--- src/rtl/tdm_pkg.sv ---
`default_nettype none
// ============================================================================
//  Module      : tdm_pkg
//  Description : Shared definitions for the 8-slot TDM mux/demux pair:
//                slot count, slot index width, receiver state encoding and
//                channel-to-slot index constants.
//  Revision    : 1.0 - initial release
// ============================================================================
package tdm_pkg;

    // Frame geometry is fixed; the mux side scans exactly eight selects.
    localparam int SLOTS  = 8;
    localparam int SLOT_W = 3;

    // Receiver alignment state.
    typedef enum logic [0:0] {
        HUNT = 1'b0,
        LOCK = 1'b1
    } state_e;

    // Channel index constants, identical to the mux select values.
    localparam logic [SLOT_W-1:0] CH_A = 3'd0;
    localparam logic [SLOT_W-1:0] CH_B = 3'd1;
    localparam logic [SLOT_W-1:0] CH_C = 3'd2;
    localparam logic [SLOT_W-1:0] CH_D = 3'd3;
    localparam logic [SLOT_W-1:0] CH_E = 3'd4;
    localparam logic [SLOT_W-1:0] CH_F = 3'd5;
    localparam logic [SLOT_W-1:0] CH_G = 3'd6;
    localparam logic [SLOT_W-1:0] CH_H = 3'd7;

endpackage : tdm_pkg
`default_nettype wire

--- src/rtl/tdm_slot_counter.sv ---
`default_nettype none
// ============================================================================
//  Module      : tdm_slot_counter
//  Description : 3-bit slot counter. Clear-to-0 has priority over load-to-1,
//                which has priority over increment. Wraps 7 -> 0 naturally.
//                wrap_o flags the last slot of a frame (count = 7).
//  Revision    : 1.0 - initial release
// ============================================================================
module tdm_slot_counter
    import tdm_pkg::*;
(
    input  logic              clk,
    input  logic              rst_n,
    input  logic              clr_i,
    input  logic              load1_i,
    input  logic              inc_i,
    output logic [SLOT_W-1:0] cnt_o,
    output logic              wrap_o
);

    logic [SLOT_W-1:0] cnt_q;
    logic [SLOT_W-1:0] cnt_d;

    // Next-count selection with fixed priority clear > load > increment.
    always_comb begin
        cnt_d = cnt_q;
        if (clr_i) begin
            cnt_d = CH_A;
        end else if (load1_i) begin
            cnt_d = CH_B;
        end else if (inc_i) begin
            cnt_d = cnt_q + SLOT_W'(1);
        end
    end

    // Count register with synchronous active-low reset.
    always_ff @(posedge clk) begin
        if (!rst_n) begin
            cnt_q <= CH_A;
        end else begin
            cnt_q <= cnt_d;
        end
    end

    assign cnt_o  = cnt_q;
    assign wrap_o = (cnt_q == CH_H);

endmodule : tdm_slot_counter
`default_nettype wire

--- src/rtl/tdm_demux8_seq.sv ---
`default_nettype none
// ============================================================================
//  Module      : tdm_demux8_seq
//  Description : Sequential 1:8 TDM demultiplexer. Aligns to SYNC on slot 0,
//                collects slots 0..6 in a shadow buffer and, on the slot-7
//                sample, transfers the complete frame to Y with a one-cycle
//                FRAME_VALID pulse. Sync violations pulse SYNC_ERR.
//  Revision    : 1.0 - initial release
// ============================================================================
module tdm_demux8_seq
    import tdm_pkg::*;
#(
    parameter int DATA_W = 1
)
(
    input  logic                    clk,
    input  logic                    rst_n,
    input  logic [DATA_W-1:0]       DIN,
    input  logic                    EN,
    input  logic                    SYNC,
    output logic [SLOTS*DATA_W-1:0] Y,
    output logic [SLOT_W-1:0]       SLOT,
    output logic                    LOCKED,
    output logic                    FRAME_VALID,
    output logic                    SYNC_ERR
);

    state_e                    state_q;
    state_e                    state_d;
    logic [SLOT_W-1:0]         slot;
    logic                      slot_wrap;
    logic                      cnt_clr;
    logic                      cnt_load1;
    logic                      cnt_inc;
    logic                      sh_wr;
    logic [SLOT_W-1:0]         sh_idx;
    logic                      y_load;
    logic                      fv_d;
    logic                      fv_q;
    logic                      err_d;
    logic                      err_q;
    logic [SLOTS*DATA_W-1:0]   frame_w;
    logic [SLOTS*DATA_W-1:0]   y_q;

    tdm_slot_counter u_slot_counter (
        .clk     (clk),
        .rst_n   (rst_n),
        .clr_i   (cnt_clr),
        .load1_i (cnt_load1),
        .inc_i   (cnt_inc),
        .cnt_o   (slot),
        .wrap_o  (slot_wrap)
    );

    // Alignment FSM: decides counter action, shadow write, frame transfer
    // and the status pulses for each qualified sample.
    always_comb begin
        state_d   = state_q;
        cnt_clr   = 1'b0;
        cnt_load1 = 1'b0;
        cnt_inc   = 1'b0;
        sh_wr     = 1'b0;
        sh_idx    = CH_A;
        y_load    = 1'b0;
        fv_d      = 1'b0;
        err_d     = 1'b0;
        if (EN) begin
            case (state_q)
                HUNT: begin
                    if (SYNC) begin
                        sh_wr     = 1'b1;
                        cnt_load1 = 1'b1;
                        state_d   = LOCK;
                    end
                end
                LOCK: begin
                    if (SYNC) begin
                        // A sync anywhere but slot 0 abandons the partial
                        // frame and realigns on this sample.
                        err_d     = (slot != CH_A);
                        sh_wr     = 1'b1;
                        cnt_load1 = 1'b1;
                    end else if (slot == CH_A) begin
                        err_d   = 1'b1;
                        cnt_clr = 1'b1;
                        state_d = HUNT;
                    end else if (slot_wrap) begin
                        y_load  = 1'b1;
                        fv_d    = 1'b1;
                        cnt_inc = 1'b1;
                    end else begin
                        sh_wr   = 1'b1;
                        sh_idx  = slot;
                        cnt_inc = 1'b1;
                    end
                end
                default: begin
                    state_d = HUNT;
                end
            endcase
        end
    end

    // State and status-pulse registers.
    always_ff @(posedge clk) begin
        if (!rst_n) begin
            state_q <= HUNT;
            fv_q    <= 1'b0;
            err_q   <= 1'b0;
        end else begin
            state_q <= state_d;
            fv_q    <= fv_d;
            err_q   <= err_d;
        end
    end

    // Shadow buffer for slots 0..6; slot 7 goes straight from DIN to Y.
    for (genvar k = 0; k < SLOTS - 1; k++) begin : g_shadow
        logic [DATA_W-1:0] sh_q;

        // One shadow entry, written when its slot index is selected.
        always_ff @(posedge clk) begin
            if (!rst_n) begin
                sh_q <= '0;
            end else if (sh_wr && (sh_idx == SLOT_W'(k))) begin
                sh_q <= DIN;
            end
        end

        assign frame_w[k*DATA_W +: DATA_W] = sh_q;
    end

    assign frame_w[SLOTS*DATA_W-1 -: DATA_W] = DIN;

    // Output frame register: updated only when a complete frame finishes.
    always_ff @(posedge clk) begin
        if (!rst_n) begin
            y_q <= '0;
        end else if (y_load) begin
            y_q <= frame_w;
        end
    end

    assign Y           = y_q;
    assign SLOT        = slot;
    assign LOCKED      = (state_q == LOCK);
    assign FRAME_VALID = fv_q;
    assign SYNC_ERR    = err_q;

endmodule : tdm_demux8_seq
`default_nettype wire

--- config.mk ---
export PLATFORM = sky130hd
export DESIGN_NAME = tdm_demux8_seq
export DESIGN_NICKNAME = d
export VERILOG_FILES = /design/src/rtl/tdm_pkg.sv /design/src/rtl/tdm_slot_counter.sv /design/src/rtl/tdm_demux8_seq.sv
export SDC_FILE = /design/constraint.sdc
export NUM_CORES = 1
export LEC_CHECK = 0
export CAP_MARGIN = 20
export CORE_MARGIN = 5
export CORE_UTILIZATION = 53
export CTS_BUF_LIST = sky130_fd_sc_hd__clkbuf_4
export DETAILED_ROUTE_END_ITERATION = 8
export PLACE_DENSITY = 0.82
export SYNTH_ARGS = -nofsm -noshare
export SYNTH_HDL_FRONTEND = slang
export SYNTH_SLANG_ARGS = --single-unit
--- constraint.sdc ---
create_clock -name clk -period 1.97 [get_ports clk]
set_input_delay 0.4925 -clock clk [delete_from_list [all_inputs] [get_ports clk]]
set_output_delay 0.4925 -clock clk [all_outputs]
set_load 0.02 [all_outputs]
# == Word level (Yosys, flattened, before mapping) ==
# Cells that the tools add are included.
# word_totals
regBits,21
input_bits,5
# op_classes
addsub,1
eq_ne,7
n_mux,30
bitwise,2
reduce_logical,14
# ops
cell,n
1-bit two-way mux,23
3-bit two-way mux,5
3-bit equality test (second input constant),4
1-bit logical AND,7
3-bit by 2-bit equality test with 1-bit output (second input constant),2
3-bit zero test,2
1-bit case mux with 2 select lines,2
3-bit by 1-bit adder with 3-bit output (second input constant),1
3-bit by 1-bit equality test with 1-bit output (second input constant),1
3-bit AND reduction,1
3-bit nonzero test,1
3-bit OR reduction,1
1-bit inverter,2
2-bit nonzero test,1
2-bit OR reduction,1

# == Longest topological paths before layout ==
# Gate-level depths: netlist of the first run.
# logic_depth
ltp_word,8
ltp_mapped,9
ltp_nobuf,8

# == Hierarchy ==
# A second synthesis of the first run with hierarchy kept.
# unflattened
cells_unflattened,91
area_unflattened_um2,934.6
# modules_own_cells
module,instances,cells_per_inst,area_each_um2,seq_area_each_um2
tdm_demux8_seq,1,78,790.8,360.3
tdm_slot_counter,1,13,143.9,60.1

# == Least setup slack after synthesis of the first run ==
# No wires, ideal clock.
# synth_timing
kind,flip-flop to flip-flop
from,"register u_slot_counter.cnt_q[0], in the netlist u_slot_counter.cnt_o[0]"
to,register g_shadow[2].sh_q
arrival_ns,1.724
t_required_ns,1.898
setup_slack_ns,0.174
stages_incl_launch_ff,8
cell_sequence,dfxtp_1 -> ha_1 -> inv_1 -> ha_1 -> a21oi_1 -> nand2_1 -> nor4_4 -> mux2i_1
# synth_via
elab_chain_cells,8
elab_cells_between_ends,14
classes_between,eq/ne: 2; mux: 10; reduce/logical: 2
# synth_rtl
element,line_no,source
from (decl),tdm_slot_counter.sv:21,logic [SLOT_W-1:0] cnt_q;
from (signal assigned),tdm_slot_counter.sv:41,cnt_q <= cnt_d;
3-bit equality test,tdm_slot_counter.sv:46,assign wrap_o = (cnt_q == CH_H);
3-bit two-way mux,tdm_demux8_seq.sv:87,end else if (slot_wrap) begin
3-bit two-way mux,tdm_demux8_seq.sv:83,end else if (slot == CH_A) begin
3-bit two-way mux,tdm_demux8_seq.sv:77,if (SYNC) begin
3-bit two-way mux,tdm_demux8_seq.sv:68,case (state_q)
3-bit two-way mux,tdm_demux8_seq.sv:67,if (EN) begin
3-bit by 2-bit equality test with 1-bit output,tdm_demux8_seq.sv:125,end else if (sh_wr && (sh_idx == SLOT_W'(k))) begin
1-bit logical AND *,tdm_demux8_seq.sv:125,
to (signal assigned),tdm_demux8_seq.sv:124,sh_q <= '0;
to (signal assigned),tdm_demux8_seq.sv:126,sh_q <= DIN;
to (decl),tdm_demux8_seq.sv:119,logic [DATA_W-1:0] sh_q;
# Mark *: on every way between the ends. The rest lies on a longest branch, timed or not.
# A chain may end at the register's enable or synchronous reset.

# == Final worst setup path of the first run ==
# layout_timing
from,"register u_slot_counter.cnt_q[0], in the netlist u_slot_counter.cnt_o[0]"
to,output SLOT[0]
# layout_rtl
element,line_no,source
to (decl),tdm_demux8_seq.sv:22,"output logic [SLOT_W-1:0] SLOT,"
# No word-level cell between the ends.

==> results of run 1 <==
flip-flops by register name, summed over array words and instances, names as in the netlist:
name                  flops
LOCKED                    1
g_shadow.sh_q             7
u_slot_counter.cnt_o      3
SYNC_ERR                  1
FRAME_VALID               1
Y                         8
placed cells by master (no fill, tap or decap):
cell type	netlist	layout
dfxtp_1	21	21
clkdlybuf4s50_1	0	17
nand2_1	14	14
mux2i_1	9	9
nand3_1	9	9
o21ai_1	9	9
nor2_1	9	8
inv_1	7	7
buf_4	1	7
ha_1	6	6
nor3_2	3	3
a21oi_1	4	3
clkbuf_4	0	3
nand2b_1	1	1
and2_4	1	1
nor3b_2	1	1
nand3_2	1	1
nor2_2	0	1
nand3_4	1	1
nor4_2	1	1
nand4_4	1	1
o21ai_0	1	1
a21o_1	1	1
nor4_1	1	1
nor3_1	1	1
and3_1	1	1
a21oi_2	0	1
a32o_1	1	1
nor4_4	1	1
clkinv_2	0	1
dlymetal6s2s_1	0	1
stage by stage:
stage	setup WS, ns	hold slack [ns]	std cells	total power [W]	area [µm²]
floorplan	0.174	0.435	110	0.000493	1030
global placement	0.0910	0.444	157	0.000522	1250
detailed placement	0.00196	0.454	157	0.000524	1250
CTS	0.0484	0.470	161	0.000725	1280
global route	0.00388	0.497	161	0.000761	1290
finish	0.0505	0.467	161	0.000720	1290
final timing paths:
check	to	slack, ns	depth (start not counted)
setup / recovery	SLOT[0]	0.05	1
hold / removal	Y[3]	0.47	2
setup reg to reg	g_shadow[2].sh_q	0.13	6
hold reg to reg	Y[3]	0.47	2
cell usage after synthesis, types with 3 or more instances:
cell,instances,area share (%)
ha_1,6,7.3
o21ai_1,9,4.4
inv_1,7,2.5
nor2_1,9,3.3
nand3_1,9,4.4
nor3_2,3,2.9
dfxtp_1,21,41
a21oi_1,4,1.9
mux2i_1,9,8.7
nand2_1,14,5.1
cell families (layout without fill, tap and decap cells):
group,Yosys count,count (layout)
adder cells (fa/ha/maj),6,6
AO/OA/AOI/OAI,16,16
multiplexers,9,9
buffers and inverters,12,36
flip-flops,21,21
AND/OR/NAND/NOR,46,46
final cells by class:
class / instances / area (µm²)
Fill cell: 154 / 611
Tap cell: 27 / 33.8
Multi-Input combinational cell: 77 / 548
Inverter: 7 / 26.3
Clock buffer: 3 / 22.5
Timing Repair Buffer: 25 / 235
Clock inverter: 1 / 5.00
Sequential cell: 21 / 420
routing by layer:
metal  GRT usage (%)  routed length (µm)
met1            20.3                 960
met2            30.2                1150
met3            3.32                  60
met4            7.05                  23
met5               0                   0
power by group through the flow:
| stage | Clock (W) | Combinational [W] | Sequential [W] |
|---|---|---|---|
| after floorplan | 0 | 0.0000451 | 0.000448 |
| after global placement | 0 | 0.0000776 | 0.000444 |
| after detailed placement | 0 | 0.0000795 | 0.000444 |
| after CTS | 0.000210 | 0.0000802 | 0.000435 |
| after global routing | 0.000239 | 0.0000869 | 0.000436 |
| final | 0.000205 | 0.0000805 | 0.000435 |
repair_timing:
action / CTS / global route
gates resized for setup: 0 / 3
setup buffers: 0 / 0
setup endpoints to repair: 0 / 2
==> reports/qor.csv, run 1 <==
metric,value,unit
crit_fanout,6,
grt_start_max_net_pins,18,
synth_seq_cells,21,
ios,19,
synth-adder-area-share,7.28,%
finalCritPeriodShare,97.4,%
synthDistinctLibCells,29,
cp.arrival,1.43,ns
min_path_type,flip-flop to flip-flop,
synthMuxAreaShare,8.74,%
place_hpwl,1640,µm
seqPwrFrac,60.4,%
async_flop_share,0,%
p_int,0.000539,W
leakage,0.501,nW
drive_above_1_share,17.2,%
die_x,54.1,µm
max_cap_viol_count,0,
max_clock_freq,521,MHz
cts_made_buffers,3,
cts_hold_buf,0,
criticalPathCategory,flip-flop to output pin,
worst_setup_path_end_kind,output pin,
grt_pass1_wl,3660,µm
path_cells,clkdlybuf4s50_1,
cts_root_buffer,clkbuf_4,
clkLatencyLatePin,0.30,ns
drv_slew,0,
worst_pin_slew,0.292,ns
ir_drop,0.367,mV
cts.sinks,21,
slowest_delay,0.65,ns
power.share.combinational,11.2,%
gr-total-overflow,0,
core-area,0.00190,mm²
post-route-util,67.9,%
vias,835,
path_buf_inv,1,
wl,2190,µm
cts_htree_levels,1,
rsz0062_at_grt,false,
r2r_start,u_slot_counter.cnt_o[0],
p_sw_share,25.2,%
seq_area_frac_synth,40.8,%
initial_core_util,54.2,%
wl_per_cell,13.6,µm
area_delta_synth_final,25.2,%
slew_headroom,80.5,%
synthesis.area,0.00103,mm²
synthXorXnorAreaFrac,0,%
synth_top_family_by_area,simple AND/OR/NAND/NOR gates,
routabilityCongestion,0.925,
synth_compound_area_share,8.50,%
crit_path_top_delay_cell,clkdlybuf4s50_1,
synth_edf_count,0,
critPathLaunchType,flip-flop,
grt_antenna_before_repair,0,
drtAntennaViolNets,0,
die-area,0.00293,mm²
yosys.area_share.simple,28.0,%
clk_pin_slew,0.12,ns
p_sw,0.000181,W
gr-usage-all-layers,17.2,%
yosys_most_used_dff,dfxtp_1,
finalHoldViolCount,0,
nets,146,
routed_via_density,5.19,
syn_avg_cell_area,9.37,µm²
drc_errors,0,
die_h,54.1,µm
grt_pass1_vias,844,
rows,16,
min_period,1.92,ns
run_status,finished clean,
portBuffers,18,
ys_warn_count,0,
worstPathRequired,1.48,ns
power_density,558,mW/mm²
startpoint,u_slot_counter.cnt_o[0],
setup_viol,0,
drt_pass1_iterations,4,
synth_nets,121,
clkPwrFrac,28.4,%
drt-initial-drc-count,15,
fin_skew,0.00263,ns
tritoncts,done,
diodes,0,
syn_inst,110,
min-delay-start,Y[3],
cp_top_family,buffers and inverters,
finalSetupTns,0,ns
clock_path_buffers,2,
Power figures use the tool's default switching activity.
==> run 2: changes to the inputs <==
- CTS_CLUSTER_DIAMETER: unset -> 80
==> results of run 2 <==
Final layout, timing and power as in run 1 (identical DEF).
==> run 3: changes to the inputs <==
- CORE_UTILIZATION: 53 -> 48
- PLACE_DENSITY: 0.82 -> 0.83
- clock period: 1.97 -> 1.7 ns (I/O delays scaled with it)
==> reports/qor.csv, run 3 (synthesis gave the netlist of run 1 again) <==
metric,value,unit
nets,152,
drt-initial-drc-count,14,
clock_path_buffers,2,
critPathLaunchType,flip-flop,
fill_cells,161,
gr-usage-all-layers,14.3,%
core-area,0.00200,mm²
p_sw_share,24.4,%
drtAntennaViolNets,0,
worst_setup_path_end_kind,output pin,
cp.arrival,1.21,ns
place_hpwl,1710,µm
final_cell_mix,"19 x dfxtp_1, 13 x nand2_1, 13 x buf_4",
slowest_delay,0.59,ns
clk_pin_slew,0.10,ns
gr-total-overflow,0,
min_path_type,flip-flop to flip-flop,
grt_antenna_before_repair,0,
path_buf_inv,1,
drive_above_1_share,24.3,%
fin_cells,167,
fin_skew,0.00506,ns
largest_reg_flops,8,
power_density,635,mW/mm²
grt_start_max_net_pins,18,
cts_root_buffer,clkbuf_4,
ir_drop,0.501,mV
path_cells,clkdlybuf4s50_1,
setup_viol,0,
die_h,56.3,µm
vias,831,
endpoint,FRAME_VALID,
p_int,0.000648,W
worst_pin_slew,0.317,ns
holdWs,0.461,ns
r2r_end,g_shadow[1].sh_q,
portBuffers,18,
routed_via_density,4.98,
cp.depth,1,
max_cap_viol_count,0,
cts.sinks,21,
clkLatencyLatePin,0.31,ns
wl_per_cell,13.1,µm
worstPathRequired,1.27,ns
tritoncts,done,
leakage,0.641,nW
min-delay-start,Y[1],
wl,2180,µm
run_status,finished clean,
area_delta_synth_final,31.1,%
rsz0062_at_grt,true,
die_x,56.3,µm
routabilityCongestion,0.861,
rows,16,
drv_slew,0,
grt_pass1_wl,3590,µm
initial_core_util,51.5,%
criticalPathCategory,flip-flop to output pin,
crit_path_top_delay_cell,clkdlybuf4s50_1,
seqPwrFrac,58.4,%
min_period,1.64,ns
slew_headroom,78.6,%
grt_pass1_vias,823,
drt_pass1_iterations,4,
max_clock_freq,611,MHz
startpoint,FRAME_VALID,
r2r_cells,6,
cts_made_buffers,3,
p_sw,0.000209,W
layout_commonest_cell,dfxtp_1,
ios,19,
rrSetupSlack,0.08,ns
cts_htree_levels,1,
clkPwrFrac,29.6,%
finalCritPeriodShare,96.3,%
finalHoldViolCount,0,
power.share.combinational,12.0,%
crit_fanout,1,
diodes,0,
drc_errors,0,
cp_top_family,buffers and inverters,
cts_hold_buf,0,
die-area,0.00317,mm²
r2r_start,u_slot_counter.cnt_o[1],
dp_cells,163,
[run 3: layout make-up]
class / instances / area, µm² / share of cell area [%]
inverter: 7 / 26.3 / 1.94
clock buffer: 4 / 30.0 / 2.22
tap: 27 / 33.8 / 2.50
timing repair buffer: 31 / 280 / 20.7
sequential: 21 / 425 / 31.5
multi-input combinational: 77 / 556 / 41.1
[run 3: power by group through the flow]
stage	sequential (W)	clock [W]	combinational, W
floorplan	0.000520	0	0.0000522
global placement	0.000513	0	0.000102
detailed placement	0.000513	0	0.000104
CTS	0.000502	0.000269	0.000101
global route	0.000502	0.000289	0.000112
finish	0.000501	0.000254	0.000103
[run 3: stage by stage]
stage | total power, W | util [%] | worst slack, ns | setup TNS, ns | area [µm²]
6_report | 0.000858 | 67.5 | 0.0621 | 0 | 1350
5_1_grt | 0.000903 | 67.5 | -0.0336 | -0.0336 | 1350
4_1_cts | 0.000873 | 66.1 | 0.00143 | 0 | 1320
3_5_place_dp | 0.000617 | 65.1 | -0.174 | -1.47 | 1300
3_3_place_gp | 0.000616 | 65.1 | -0.148 | -0.944 | 1300
2_1_floorplan | 0.000572 | - | 0.0439 | 0 | 1030
[run 3: layer usage]
metal	share of wire (%)	routed length [µm]	track usage, %
met3	2.2	49	4.13
met5	0	0	0
met2	51	1100	25.2
met1	46	997	16.2
met4	1.5	32	5.08
[run 3: worst register-to-register path: cells and delay by family (launching register included)]
family | cells | cell delay, ns
and+or+nand+nor | 3 | 0.52
muxes | 1 | 0.22
adders and majority gates | 2 | 0.42
DFF | 1 | 0.38
[run 3: repair_timing]
item                       CTS  global route
gates cloned                 0             0
setup endpoints to repair    8            11
buffers inserted             0             0
resized for setup            8            11
pin swaps                    0             1
[run 3: worst min path at each step]
stage	endpoint	cells after the start	slack, ns
finish	Y[1]	2	0.46
global route	Y[2]	2	0.50
CTS	Y[1]	2	0.47
detailed placement	Y[3]	2	0.45
global placement	Y[0]	2	0.44
floorplan	Y[1]	2	0.44
